File: src/rtl/clk_prog_pkg.sv
// Shared definitions for the DCM_CLKGEN serial programmer.
//   - prog_state_e : sequencer states
//   - CMD_LOAD_D / CMD_LOAD_M : 2-bit command headers, bit0 is shifted first
//   - LOAD_LEN : bits per LoadD/LoadM frame (2 header + 8 value)
//   - make_load_word : packs header and value into one LSB-first frame
package clk_prog_pkg;

  typedef enum logic [2:0] {
    IDLE      = 3'd0,
    LOAD_D    = 3'd1,
    GAP1      = 3'd2,
    LOAD_M    = 3'd3,
    GAP2      = 3'd4,
    GO        = 3'd5,
    WAIT_DONE = 3'd6,
    WAIT_LOCK = 3'd7
  } prog_state_e;

  localparam logic [1:0]  CMD_LOAD_D = 2'b01;
  localparam logic [1:0]  CMD_LOAD_M = 2'b11;
  localparam int unsigned LOAD_LEN   = 10;
  localparam int unsigned BIT_CNT_W  = 4;

  // Header occupies the low bits so it leaves the shifter first.
  function automatic logic [LOAD_LEN-1:0] make_load_word(input logic [1:0] cmd,
                                                         input logic [7:0] value);
    return {value, cmd};
  endfunction

endpackage

File: src/rtl/clk_prog_shifter.sv
// 10-bit LSB-first shift register used for both the LoadD and LoadM frames.
// Ports:
//   clk, rst_n  : clock, asynchronous active-low reset
//   load        : capture load_word, restart the bit count
//   load_word   : frame to send, bit0 first
//   shift_en    : advance one bit (zeros shift in from the top)
//   data_bit    : registered current bit (0 once the frame has drained)
//   last_bit    : high while the final bit of the frame is presented
module clk_prog_shifter
  import clk_prog_pkg::*;
(
  input  logic                clk,
  input  logic                rst_n,
  input  logic                load,
  input  logic [LOAD_LEN-1:0] load_word,
  input  logic                shift_en,
  output logic                data_bit,
  output logic                last_bit
);

  localparam logic [BIT_CNT_W-1:0] LAST_IDX = BIT_CNT_W'(LOAD_LEN - 1);

  logic [LOAD_LEN-1:0]  shift_r;
  logic [BIT_CNT_W-1:0] bit_cnt_r;

  // Frame register and bit position; draining to zero keeps PROGDATA low in gaps.
  always_ff @(posedge clk or negedge rst_n) begin
    if (!rst_n) begin
      shift_r   <= '0;
      bit_cnt_r <= '0;
    end else if (load) begin
      shift_r   <= load_word;
      bit_cnt_r <= '0;
    end else if (shift_en) begin
      shift_r   <= {1'b0, shift_r[LOAD_LEN-1:1]};
      bit_cnt_r <= (bit_cnt_r == LAST_IDX) ? '0 : bit_cnt_r + BIT_CNT_W'(1);
    end
  end

  assign data_bit = shift_r[0];
  assign last_bit = (bit_cnt_r == LAST_IDX);

endmodule

File: src/rtl/dcm_clkgen_prog.sv
// Serial programmer for a Spartan-6 DCM_CLKGEN. Accepts an M/D request,
// shifts LoadD, LoadM and GO into the DCM, then waits for PROGDONE and LOCKED.
// Ports:
//   CLK, RST_N          : clock (also the DCM PROGCLK), async active-low reset
//   START_VALID/READY   : request handshake, READY high only in IDLE
//   MULT_M1, DIV_M1     : M-1 (1..255) and D-1 (0..255)
//   PROGEN, PROGDATA    : serial program port to the DCM (registered)
//   PROGDONE, LOCKED    : DCM status, only looked at in the wait states
//   BUSY, DONE, ERR     : sequencer busy, success pulse, sticky error
module dcm_clkgen_prog
  import clk_prog_pkg::*;
#(
  parameter int unsigned GAP_CYCLES = 2,
  parameter int unsigned TIMEOUT    = 65535
) (
  input  logic       CLK,
  input  logic       RST_N,
  input  logic       START_VALID,
  output logic       START_READY,
  input  logic [7:0] MULT_M1,
  input  logic [7:0] DIV_M1,
  output logic       PROGEN,
  output logic       PROGDATA,
  input  logic       PROGDONE,
  input  logic       LOCKED,
  output logic       BUSY,
  output logic       DONE,
  output logic       ERR
);

  localparam int unsigned     CNT_W        = $clog2(TIMEOUT + 1);
  localparam logic [CNT_W-1:0] CNT_MAX      = CNT_W'(TIMEOUT);
  localparam logic [CNT_W-1:0] TIMEOUT_LAST = CNT_W'(TIMEOUT - 1);
  localparam logic [CNT_W-1:0] GAP_LAST     = CNT_W'(GAP_CYCLES - 1);

  prog_state_e         state_r, state_s;
  logic [CNT_W-1:0]    cnt_r, cnt_s;
  logic [7:0]          mult_r;
  logic                prog_en_r, busy_r, ready_r, done_r, err_r;
  logic                err_s, done_s, accept_s;
  logic                load_s, shift_en_s;
  logic [LOAD_LEN-1:0] load_word_s;
  logic                shift_bit_s, shift_last_s;

  assign accept_s = START_VALID && ready_r;

  clk_prog_shifter u_shifter (
    .clk       (CLK),
    .rst_n     (RST_N),
    .load      (load_s),
    .load_word (load_word_s),
    .shift_en  (shift_en_s),
    .data_bit  (shift_bit_s),
    .last_bit  (shift_last_s)
  );

  // Next-state, shifter control and result flags.
  always_comb begin
    state_s     = state_r;
    err_s       = err_r;
    done_s      = 1'b0;
    load_s      = 1'b0;
    load_word_s = '0;
    shift_en_s  = 1'b0;
    case (state_r)
      IDLE: begin
        if (accept_s) begin
          // M-1 of zero is rejected without touching the DCM port.
          if (MULT_M1 == 8'd0) begin
            err_s   = 1'b1;
            state_s = IDLE;
          end else begin
            err_s       = 1'b0;
            state_s     = LOAD_D;
            load_s      = 1'b1;
            load_word_s = make_load_word(CMD_LOAD_D, DIV_M1);
          end
        end else begin
          state_s = IDLE;
        end
      end
      LOAD_D: begin
        shift_en_s = 1'b1;
        if (shift_last_s) state_s = GAP1;
        else              state_s = LOAD_D;
      end
      GAP1: begin
        if (cnt_r == GAP_LAST) begin
          state_s     = LOAD_M;
          load_s      = 1'b1;
          load_word_s = make_load_word(CMD_LOAD_M, mult_r);
        end else begin
          state_s = GAP1;
        end
      end
      LOAD_M: begin
        shift_en_s = 1'b1;
        if (shift_last_s) state_s = GAP2;
        else              state_s = LOAD_M;
      end
      GAP2: begin
        if (cnt_r == GAP_LAST) state_s = GO;
        else                   state_s = GAP2;
      end
      GO: begin
        state_s = WAIT_DONE;
      end
      WAIT_DONE: begin
        // A status hit in the final allowed cycle still wins over the timeout.
        if (PROGDONE) begin
          state_s = WAIT_LOCK;
        end else if (cnt_r == TIMEOUT_LAST) begin
          state_s = IDLE;
          err_s   = 1'b1;
        end else begin
          state_s = WAIT_DONE;
        end
      end
      WAIT_LOCK: begin
        if (LOCKED) begin
          state_s = IDLE;
          done_s  = 1'b1;
        end else if (cnt_r == TIMEOUT_LAST) begin
          state_s = IDLE;
          err_s   = 1'b1;
        end else begin
          state_s = WAIT_LOCK;
        end
      end
      default: begin
        state_s = IDLE;
      end
    endcase
  end

  // Gap/timeout counter: cleared on every state change and while idle, saturates.
  always_comb begin
    cnt_s = cnt_r;
    if ((state_s != state_r) || (state_r == IDLE)) begin
      cnt_s = '0;
    end else if (cnt_r == CNT_MAX) begin
      cnt_s = cnt_r;
    end else begin
      cnt_s = cnt_r + CNT_W'(1);
    end
  end

  // State, counter, latched M and registered status outputs.
  always_ff @(posedge CLK or negedge RST_N) begin
    if (!RST_N) begin
      state_r   <= IDLE;
      cnt_r     <= '0;
      mult_r    <= 8'd0;
      prog_en_r <= 1'b0;
      busy_r    <= 1'b0;
      ready_r   <= 1'b1;
      done_r    <= 1'b0;
      err_r     <= 1'b0;
    end else begin
      state_r   <= state_s;
      cnt_r     <= cnt_s;
      mult_r    <= accept_s ? MULT_M1 : mult_r;
      prog_en_r <= (state_s == LOAD_D) || (state_s == LOAD_M) || (state_s == GO);
      busy_r    <= (state_s != IDLE);
      ready_r   <= (state_s == IDLE);
      done_r    <= done_s;
      err_r     <= err_s;
    end
  end

  assign PROGEN      = prog_en_r;
  assign PROGDATA    = shift_bit_s;
  assign BUSY        = busy_r;
  assign START_READY = ready_r;
  assign DONE        = done_r;
  assign ERR         = err_r;

endmodule

File: config.mk
export PLATFORM = sky130hd
export DESIGN_NAME = dcm_clkgen_prog
export DESIGN_NICKNAME = d
export VERILOG_FILES = /design/src/rtl/clk_prog_pkg.sv /design/src/rtl/clk_prog_shifter.sv /design/src/rtl/dcm_clkgen_prog.sv
export SDC_FILE = /design/constraint.sdc
export NUM_CORES = 1
export LEC_CHECK = 0
export BUFFER_PORTS_ARGS = -buffer_cell sky130_fd_sc_hd__buf_2
export CAP_MARGIN = 20
export CORE_MARGIN = 4
export CORE_UTILIZATION = 45
export DETAILED_ROUTE_END_ITERATION = 8
export HOLD_SLACK_MARGIN = 0.03
export PLACE_DENSITY = 0.68
export RECOVER_POWER = 25
export SLEW_MARGIN = 30
export SYNTH_ARGS = -nofsm -noshare
export SYNTH_HDL_FRONTEND = slang
export SYNTH_SLANG_ARGS = --single-unit
File: constraint.sdc
create_clock -name CLK -period 2.5 [get_ports CLK]
set_clock_uncertainty 0.05 [all_clocks]
set_input_delay 0.25 -clock CLK [delete_from_list [all_inputs] [get_ports CLK]]
set_output_delay 0.25 -clock CLK [all_outputs]
set_load 0.05 [all_outputs]
== After elaboration in Yosys (flattened, before gate mapping) ==
Cells that the tools add are included.
Cells by class
  add/subtract/negate cells: 2
  equality and inequality tests: 19
  muxes and demuxes: 35
  reduce and logical (&&, ||, !) cells: 12
Operator list (count)
  $mux 10: 5
  $eq 16x16->1 const B: 2
  $mux 16: 2
  $pmux 3 s8: 1
  $pmux 10 s2: 1
  $mux 3: 6
  $add 16x1->16 const B: 1
  $eq 16x1->1 const B: 1
  $eq 3x3->1 const B: 5
  $mux 1: 14
  $mux 4: 3
  $eq 3x2->1 const B: 3
  $logic_not 8->1: 1
  $ne 2x2->1 const B: 4
  $eq 3x1->1 const B: 2
  $logic_not 3->1: 2
  $reduce_bool 3->1: 2
  $add 4x1->4 const B: 1
  $eq 4x4->1 const B: 1
  $reduce_and 4->1: 1
  $logic_or 1x1->1: 3
  $ne 3x3->1: 1
  $pmux 1 s3: 1
  $mux 2: 1
  4 further kinds: 4
Word-level totals
  register bits: 46
  output and inout port bits: 6
  word-level logic and storage cells: 78

== Longest topological paths before layout ==
  depth after elaboration: 7
  gate-level depth with buffers: 8
  depth with buffers taken out: 7

== By module ==
Synthesis repeated with hierarchy kept, for this count alone.
Second synthesis, totals
  cells, all modules: 250
  area total of the unflattened synthesis: 2585.0 um^2
By module, submodules not included
  dcm_clkgen_prog: instances 1, cells an instance 180, area an instance 1879.3 um^2
  clk_prog_shifter: instances 1, cells an instance 70, area an instance 705.7 um^2

== Worst setup path before layout ==
Ideal clock, no wire load.
  path type: register to register
  from: register ready_r, in the netlist START_READY
  to: register cnt_r[10]
  library setup time: 128 ps
  data arrival time: 1890 ps
  setup slack: 432 ps
  stages on the path, launching flop included: 7
  path buffers: 1
  clock period less this slack: 2068 ps
  path through: dfstp_2 -> nand2_1 -> a211oi_4 -> a211oi_4 -> a31oi_4 -> buf_6 -> a211oi_2
Between the ends
  longest elaborated chain between the ends: 6
  elaborated cells on any way between the ends: 7
Ends and longest elaborated chain
  start, declared: line dcm_clkgen_prog.sv:39  | logic prog_en_r, busy_r, ready_r, done_r, err_r;
  start signal, assigned: line dcm_clkgen_prog.sv:165  | ready_r <= (state_s == IDLE);
  $logic_and 1x1->1 (*): line dcm_clkgen_prog.sv:45  | assign accept_s = START_VALID && ready_r;
  $mux 3 (*): line dcm_clkgen_prog.sv:67  | if (accept_s) begin
  $pmux 3 s8 (*): line dcm_clkgen_prog.sv:65  | case (state_r)
  $ne 3x3->1 (*): line dcm_clkgen_prog.sv:139  | if ((state_s != state_r) || (state_r == IDLE)) begin
  $logic_or 1x1->1 (*): line dcm_clkgen_prog.sv:139
  $ne 2x2->1 (no source line) / $mux 16 (equally long branches)
  end signal, assigned: line dcm_clkgen_prog.sv:161  | cnt_r <= cnt_s;
  end, declared: line dcm_clkgen_prog.sv:37  | logic [CNT_W-1:0] cnt_r, cnt_s;
Mark *: on every way between the ends. The rest lies on a longest branch, timed or not.
A chain may end at the register's enable or synchronous reset.

== Worst setup path in the final report ==
  from: register cnt_r[1]
  to: register cnt_r[0]
Between the ends
  longest elaborated chain between the ends: 7
  elaborated cells on any way between the ends: 14
Ends and longest elaborated chain (line)
  $eq 16x16->1: dcm_clkgen_prog.sv:112, dcm_clkgen_prog.sv:123
  $mux 3 (on tied branches): dcm_clkgen_prog.sv:123, dcm_clkgen_prog.sv:112
  $mux 3 (on tied branches): dcm_clkgen_prog.sv:120, dcm_clkgen_prog.sv:110
  $pmux 3 s8: dcm_clkgen_prog.sv:65
  $ne 3x3->1: dcm_clkgen_prog.sv:139
  $logic_or 1x1->1: dcm_clkgen_prog.sv:139
  $ne 2x2->1 (no source line) / $mux 16 (equally long branches)
Parallel ways exist; a longest one is shown, timed or not.

==> results.md <==
- Max Clk Rate: 464.2 MHz
- Share of Yosys cell area claimed by the top area cell type: 0.4375
- Residual DRC: 0
- Share of cell area taken by muxes after synthesis: 0.03889
- Global Route Usage Sum: 0.1695
- Reported max-cap violation count: 0
- Biggest area consumer among synthesized cells: dfrtp_1
- Global-route track usage on met3: 0.03356
- Largest family of logic cells by synthesized area: compound AO/OA/AOI/OAI gates
- Cell Pwr Density: 1058 nW/um^2
- Primary FF master, synth: dfrtp_1
- Number of hold-slack violations in the final timing report: 0
- Compound-cell area share of the yosys netlist: 0.2066
- Total via count after detailed routing: a little under 2000
- Sinks on Clock Net: between 40 and 50
- IR Drop Worst-Case VDD: 0.5338 mV
- First-pass GRT wire length: about 9.7 mm
- Area share of fa/ha/maj cells after synthesis: 0.01458
- Total wire length: 5.377 mm
- RD Place Congestion: a little over 0.8
- Synth top area cells: dfrtp_1 44%, a211oi_2 4.4%, mux2_2 3.5%
- Count of state elements after synthesis: between 40 and 50
- Number of endpoints failing setup at the final stage: 0
- DRT antenna net count: 0
- Launch point of the worst path: cnt_r[1]
- Area of the mapped netlist: 2574 um^2
- Crit path max fanout: 16
- Routing usage on met2: 0.2668
- Synth Warn #: 0
- EDFF count, synth: 0
- Core Region: ~5500 um^2
- Synthesized area per cell: around 11 um^2
- Type of the setup path with the least slack: reg -> reg
- Area of the die: 6993 um^2
- DRT iter0 DRCs: between 100 and 150
- Port buffer count: 26
- CTS H-tree lvls: 2
- Syn Inst Count: between 200 and 250
- Num CTS Buffers: 5
- Nature of the critical path startpoint: flop
- Type of the tightest min-delay check: in -> reg
- DP HPWL: about 3.9 mm
- Met1 Use GR: 0.2323
- Busiest layer in global routing: met2
- Antenna violations before repair: 0
- Post-synthesis net count: roughly 260
- Vertical die dimension: 83.63 um
- R2r setup slk: 0.35 ns
- Worst reg-to-reg path cell count: 8
- Initial core utilization: 0.4645
- Most common cell after layout, fill and taps aside: dfrtp_1
- Final-report max-slew violation count: 0
- Clock transition time at the flip-flop clock pins of the worst setup and hold paths: approximately 0.080 ns
- FF-to-FF Start: cnt_r[1]
- Leakage: roughly 1.2 nW
- Fraction of registers with async set or reset after synthesis: 1.000
- Crit path time final: 2.154 ns
- Number of global-route vias before repair: around 2000
- Area fraction in and, or, nand and nor cells after synthesis: 0.1940
- Post-Layout Cell Count: between 300 and 400
- Cell count after placement: ~340
- Run status: complete, no violations
- Maximum clock path buffer count: 2
- Capturing element of the worst setup path: cnt_r[0]
- Normalized max-slew margin: 0.4061
- CP Data Required Time: between 2 and 3 ns
- Commonest non-fill, non-tap cells in the layout: 45 x dfrtp_1, 20 x buf_2, 18 x nand2_1, 13 x o21ai_0, 12 x nand3_1
- Unique masters post-synth: 50
- Count of TritonRoute iterations in the first routing pass: 4
- Post-CTS Setup Inserts: 0
- Die X: ~84 um
- P&R area growth vs syn: 12.98%
- CTS tree: done
- Share of the synthesized netlist area taken by xor and xnor gates: 0.05785
- RSZ-0062 raised after global routing: false
- Clock latency at the later pin of the worst-skew pair: roughly 0.30 ns
- Antenna cell count: 0
- Worst setup EP type: flop
- Arrival time at the worst endpoint: 2.31 ns
- Sequential element share of the synthesized area: 0.4477
- Average wire length per cell after detail routing: roughly 16 um
- Pin count of the biggest net entering global routing: 31
- Placement row count: 27
- Share of the clock period used by the worst path after layout: 0.8616
- Fraction of layout cells with a size suffix above 1: 0.2637
- Measured slew at the worst slew-check pin: around 0.89 ns
- Grt total ovfl: 0
- Vias per Instance: 5.658
- Net count, final: approximately 300
- FF-to-FF End: cnt_r[0]
- Setup TNS after final layout: 0 ns
- I/O pins: 27
- CTS Root Cell: clkbuf_8
==> registers in the layout, indices dropped and copies added, names as in the netlist <==
| signal | cells |
|---|---|
| START_READY | 1 |
| ERR | 1 |
| BUSY | 1 |
| cnt_r | 16 |
| state_r | 3 |
| u_shifter.shift_r | 10 |
| PROGEN | 1 |
| DONE | 1 |
| mult_r | 8 |
| u_shifter.bit_cnt_r | 4 |
==> where the power goes <==
group          switching [mW]  internal, mW
Sequential              0.158         0.997
Clock                   0.247         0.298
Combinational           0.861         0.515
Total                    1.27          1.81
==> routing by layer <==
metal | routed length (um) | up-vias
met5 | 0 | -
met1 | 2535 | 948
li1 | - | 962
met3 | 208 | 8
met2 | 2532 | 34
met4 | 100 | 0
==> kinds of logic after synthesis <==
group,count (synthesis)
AO/OA/AOI/OAI,64
XOR/XNOR,17
adder cells (fa/ha/maj),3
buffers and inverters,19
flip-flops,46
multiplexers,9
AND/OR/NAND/NOR,81
==> worst min path at each step <==
stage                                  end      start  slack [ns]  cells after the start
floorplan                             BUSY      RST_N        -0.1                      0
global placement    u_shifter.bit_cnt_r[3]      RST_N        0.14                      1
detailed placement  u_shifter.bit_cnt_r[3]      RST_N        0.14                      1
CTS                   u_shifter.shift_r[9]  DIV_M1[7]        0.13                      3
global route          u_shifter.shift_r[9]  DIV_M1[7]        0.14                      3
finish                u_shifter.shift_r[9]  DIV_M1[7]        0.14                      3
==> Yosys cell counts, types with 5 or more instances <==
cell,number
inv_1,7
nand3_1,12
xor2_1,10
a21oi_1,8
a2bb2oi_1,7
a22oi_1,8
mux2_2,8
a211oi_1,9
xnor2_1,7
dfrtp_1,45
nor3_1,5
a211oi_2,9
nor2_1,11
nand2_1,18
o21ai_0,13
==> critical path, stage by stage, from the launching register on <==
cell and delay [ns]:
dfrtp_1 0.42, inv_1 0.08, ha_1 0.17, nor4b_1 0.13, and4_1 0.24, a211oi_4 0.36, a31oi_4 0.12, buf_4 0.23
a211oi_1 0.27
==> layout make-up <==
type | count | area, um^2
Clock buffer | 6 | 72.57
Clock inverter | 2 | 37.54
Fill cell | 529 | 2633
Inverter | 8 | 30.03
Multi-Input combinational cell | 174 | 1324
Sequential cell | 46 | 1152
Tap cell | 72 | 90.09
Timing Repair Buffer | 37 | 201.4
==> repair_timing <==
action	in CTS	in global routing
resized for setup	0	1
hold endpoints to repair	15	0
hold buffers	1	0
setup endpoints to repair	0	7
==> metrics by stage <==
| stage | instance area, um^2 | hold slack [ns] | total power [mW] | utilization | setup WS (ns) |
|---|---|---|---|---|---|
| after global routing | 2908 | 0.1398 | 3.307 | 0.5248 | 0.1599 |
| after global placement | 2795 | 0.1427 | 2.517 | 0.5045 | 0.2177 |
| after floorplan | 2574 | -0.09559 | 2.237 | - | 0.4320 |
| after detailed placement | 2795 | 0.1421 | 2.550 | 0.5045 | 0.1123 |
| after CTS | 2915 | 0.1326 | 3.115 | 0.5262 | 0.1115 |
| final | 2908 | 0.1386 | 3.076 | 0.5248 | 0.3460 |
(Power assumes the default switching activity.)
